<file path="src/rtl/round_sequencer.sv">
// Round sequencer for the ASCON permutation: steps n rounds with constants and first/last flags.
// Optional ROUND_SEQ_ABORT_EN adds an abort input that cancels a running or completed request.
module round_sequencer #(
    parameter int unsigned MAX_ROUNDS = 12
) (
    input  logic       clk,
    input  logic       rst_n,
    input  logic       start_valid,
    output logic       start_ready,
    input  logic [3:0] nrounds,
    input  logic       stall,
    output logic       round_en,
    output logic [3:0] round_idx,
    output logic [7:0] rc,
    output logic       round_first,
    output logic       round_last,
    output logic       busy,
    output logic       done_valid,
    input  logic       done_ready
`ifdef ROUND_SEQ_ABORT_EN
    ,
    input  logic       abort
`endif
);

    localparam int unsigned CNT_W = 4;

    typedef enum logic [1:0] {
        IDLE,
        RUN,
        HOLD
    } state_t;

    state_t           state_q, state_d;
    logic [CNT_W-1:0] idx_d;
    logic [CNT_W-1:0] n_q, n_d;
    logic [CNT_W-1:0] n_clamp;
    logic [CNT_W-1:0] rc_i;
    logic             done_d;
    logic             busy_d;
    logic             abort_c;
    logic             at_last_c;

`ifdef ROUND_SEQ_ABORT_EN
    assign abort_c = abort;
`else
    assign abort_c = 1'b0;
`endif

    // Out-of-range round counts fall back to the full permutation
    assign n_clamp = ((nrounds == '0) || (nrounds > CNT_W'(MAX_ROUNDS)))
                     ? CNT_W'(MAX_ROUNDS) : nrounds;

    assign start_ready = (state_q == IDLE);
    assign round_en    = (state_q == RUN) && !stall;
    assign at_last_c   = (round_idx == n_q - CNT_W'(1));
    assign round_first = round_en && (round_idx == '0);
    assign round_last  = round_en && at_last_c;

    // Constant index offsets short permutations onto the tail of the 12-round schedule
    assign rc_i = CNT_W'(MAX_ROUNDS) - n_q + round_idx;
    assign rc   = (state_q == RUN) ? {~rc_i, rc_i} : 8'h00;

    always_ff @(posedge clk or negedge rst_n) begin
        if (!rst_n) begin
            state_q    <= IDLE;
            round_idx  <= '0;
            n_q        <= CNT_W'(MAX_ROUNDS);
            done_valid <= 1'b0;
            busy       <= 1'b0;
        end else begin
            state_q    <= state_d;
            round_idx  <= idx_d;
            n_q        <= n_d;
            done_valid <= done_d;
            busy       <= busy_d;
        end
    end

    always_comb begin
        state_d = state_q;
        idx_d   = round_idx;
        n_d     = n_q;
        done_d  = 1'b0;
        busy_d  = 1'b0;

        unique case (state_q)
            IDLE: begin
                if (start_valid) begin
                    n_d     = n_clamp;
                    idx_d   = '0;
                    state_d = RUN;
                end
            end
            RUN: begin
                if (!stall) begin
                    idx_d = round_idx + CNT_W'(1);
                    if (at_last_c) begin
                        state_d = HOLD;
                    end
                end
            end
            HOLD: begin
                if (done_ready) begin
                    state_d = IDLE;
                end
            end
            default: state_d = IDLE;
        endcase

        // Abort overrides every other transition once a request is in flight
        if (abort_c && (state_q != IDLE)) begin
            state_d = IDLE;
            idx_d   = '0;
        end

        done_d = (state_d == HOLD);
        busy_d = (state_d != IDLE);
    end

endmodule
</file>
<file path="config.mk">
export PLATFORM = sky130hd
export DESIGN_NAME = round_sequencer
export DESIGN_NICKNAME = d
export VERILOG_FILES = /design/src/rtl/round_sequencer.sv
export SDC_FILE = /design/constraint.sdc
export NUM_CORES = 1
export LEC_CHECK = 0
export CAP_MARGIN = 25
export CORE_UTILIZATION = 38
export DETAILED_ROUTE_END_ITERATION = 10
export PLACE_DENSITY = 0.68
export SETUP_SLACK_MARGIN = 0.5
export SLEW_MARGIN = 20
export SYNTH_ARGS = -nofsm -noshare
export SYNTH_HDL_FRONTEND = slang
export SYNTH_SLANG_ARGS = --single-unit
</file>
<file path="constraint.sdc">
create_clock -name clk -period 2.4 [get_ports clk]
set_input_delay 0.24 -clock clk [delete_from_list [all_inputs] [get_ports clk]]
set_output_delay 0.24 -clock clk [all_outputs]
set_load 0.1 [all_outputs]
</file>
==> results of run 1 <==
critical path, cell delays in order, from the launching register on:
cell     delay [ns]
dfrtp_4        0.49
ha_4           0.28
ha_4           0.12
inv_2          0.03
fa_2           0.34
xnor2_2        0.16
xnor2_2        0.20
and2_4         0.19
buf_12         0.16
flip-flops by register name (all words and copies together) (netlist names):
| signal | cells |
|---|---|
| busy | 1 |
| round_idx | 4 |
| state_q | 2 |
| done_valid | 1 |
| n_q | 4 |
cell type report:
type                            instances  area [um2]  area share
Multi-Input combinational cell         64         622       0.413
Timing Repair Buffer                   39         458       0.304
Sequential cell                        12         319       0.212
Inverter                               10        47.5      0.0316
Tap cell                               27        33.8      0.0224
Clock buffer                            4        26.3      0.0174
stage by stage:
step,setup slack [ns],std cells,TNS [ns]
after floorplan,-0.0840,90,-0.161
after global placement,0.131,142,0
after detailed placement,0.0805,142,0
after CTS,-0.111,154,-0.138
after global routing,-0.161,156,-0.209
final,-0.0938,156,-0.0938
metal layers:
metal,track usage,vias up,part of all wire
li1,-,382,-
met1,0.246,344,0.45
met2,0.383,19,0.50
met3,0.0440,8,0.036
met4,0.0833,0,0.022
met5,0,-,0
synthesized netlist by cell type (all sizes together):
cell	instances
buf	3
dfstp	2
a21o	1
nor3b	1
and2	3
nor2b	1
inv	10
mux2	1
or2b	2
clkbuf	1
xnor3	1
o31ai	2
a22o	1
nand3	5
dfrtp	10
fa	1
nor2	14
nor3	4
o21ai	4
ha	7
xnor2	4
xor2	1
nor4b	1
nand2	2
a21oi	4
or3b	1
o31a	2
or3	1
cell families (layout without fill, tap and decap cells):
logic type      after synthesis  count (layout)  synth area share
xor+xnor                      6               6            0.0810
flops                        12              12             0.370
fa+ha+maj                     8               8             0.131
mux                           1               1            0.0138
simple gates                 35              35             0.216
buf+inv                      14              53            0.0795
compound gates               14              14             0.109
worst paths after layout:
| path | start | to | slack, ns | cells after the start |
|---|---|---|---|---|
| worst max-delay path | round_idx[1]$_DFFE_PN0P_ | rc[7] | -0.09 | 8 |
| worst min-delay path | rst_n | done_valid$_DFF_PN0_ | 0.33 | 1 |
| worst max register to register | n_q[0]$_DFFE_PN0P_ | state_q[0]$_DFF_PN0_ | 0.76 | 7 |
| worst min register to register | n_q[3]$_DFFE_PN1P_ | n_q[3]$_DFFE_PN1P_ | 0.52 | 2 |
| max in group asynchronous | rst_n | round_idx[2]$_DFFE_PN0P_ | 1.62 | 1 |
| min in group clk | n_q[3]$_DFFE_PN1P_ | n_q[3]$_DFFE_PN1P_ | 0.52 | 2 |
what timing repair did:
action,4_1_cts,5_1_grt
hold buffers,0,0
pin swaps,9,3
gates resized for setup,13,2
endpoints found under the setup margin,8,10
buffers inserted,8,2
==> summary.txt, run 1 <==
ANT cells: 0
CTS Buffer Depth: 2
Worst Clk Skew: 0.00538 ns
PortBufs: 26
Fin nets: 147
Crit path launch type: flip-flop
First-pass GRT wire length: 3750 um
CP endpoint kind: output port
Post-route clock period utilization: 1.04
Synth area leader: dfrtp_1
Syn avg cell area: 9.09 um2
Post-synthesis cell type count: 31
Most frequent cells in the layout: buf_4 (18), buf_12 (11), nor2_1 (8), clkdlybuf4s50_1 (8)
Gr ovfl total: 0
Syn nets: 107
Post-route cell area: 1510 um2
Dpl hpwl: 1630 um
Sequential area share after synthesis: 0.370
Tmin final: 2.49 ns
Pin count of the biggest net entering global routing: 13
Fill cells: 136
Post-Place Cell Area: 1350 um2
I/O Pins: 27
Worst rel slew slack: 0.606
Clk sinks: 12
Final max-slew violation count: 0
Synth Instances: 90
RSZ-0062 raised after global routing: true
Final WL: 2160 um
Hold WS: 0.332 ns
Util after Layout: 0.753
CTS H-tree depth: 1
CP arrival: 2.25 ns
Clk slew on worst S/H paths: 0.08 ns
CTS Buf Count: 3
ANT nets after route: 0
Die Width: 48.4 um
Slew @ Worst Pin: 0.589 ns
Die height: 48.4 um
Via count: 753
Number of global-route vias before repair: 815
DRC: 0
Ys Warns: 0
Largest cells by area after synthesis: dfrtp_1 (31%), ha_1 (11%), dfstp_2 (6.4%), nor2_1 (6.4%), xnor2_1 (4.3%)
First drt pass iteration count: 4
Final WS setup: -0.0938 ns
Core area: 2000 um2
FP Rows: 16
Commonest non-fill, non-tap cell in the layout: buf_4
Required time worst endpoint: 2.16 ns
Failing checks: setup timing
Share of the synthesized area in the top cell type: 0.306
Worst-path maximum fanout: 2
Root Buffer: clkbuf_4
Synthesized area: 818 um2
Clk_lat worst skew: 0.27 ns
Max-cap violations: 0
P&R area growth vs syn: 84.1%
Global-route usage over all layers: 0.213
Starting density of the core: 0.409
CTS tree: done
Outcome: finished, violations left
Critical path type: flip-flop to output port
Hold Path Class: input port to async pin
Via density per instance: 4.83
Antenna violations before repair: 0
Gpl congestion: 0.788
Die Area: 2340 um2
Final hold violation count: 0
Ratio of cells with drive above 1 in the final layout: 0.566
Fmax: 401 MHz
Wirelength per Cell: 13.9 um
Setup violations, final: 1
Synthesized flop and latch total: 12
DRT iter0 DRCs: 11
Power of run 1 is not shown: default switching activity piles up to over one toggle a cycle in this logic, so the estimate is an artifact.
==> inputs of run 2 (changes only) <==
--- a/config.mk
+++ b/config.mk
@@ -7,6 +7,7 @@
 export LEC_CHECK = 0
 export CAP_MARGIN = 25
 export CORE_UTILIZATION = 38
+export CTS_CLUSTER_SIZE = 30
 export DETAILED_ROUTE_END_ITERATION = 10
 export PLACE_DENSITY = 0.68
 export SETUP_SLACK_MARGIN = 0.5
@@ -14,3 +15,4 @@
 export SYNTH_ARGS = -nofsm -noshare
 export SYNTH_HDL_FRONTEND = slang
 export SYNTH_SLANG_ARGS = --single-unit
+export TNS_END_PERCENT = 100
==> results of run 2 <==
Final layout, timing and power as in run 1 (identical DEF).
Power of run 2 is left out for the same reason.
==> inputs of run 3 (changes only) <==
--- a/config.mk
+++ b/config.mk
@@ -7,6 +7,7 @@
 export LEC_CHECK = 0
 export CAP_MARGIN = 25
 export CORE_UTILIZATION = 38
+export CTS_CLUSTER_DIAMETER = 200
 export CTS_CLUSTER_SIZE = 30
 export DETAILED_ROUTE_END_ITERATION = 10
 export PLACE_DENSITY = 0.68
==> results of run 3 <==
Final layout, timing and power as in run 1 (identical DEF).
Power of run 3 is left out for the same reason.
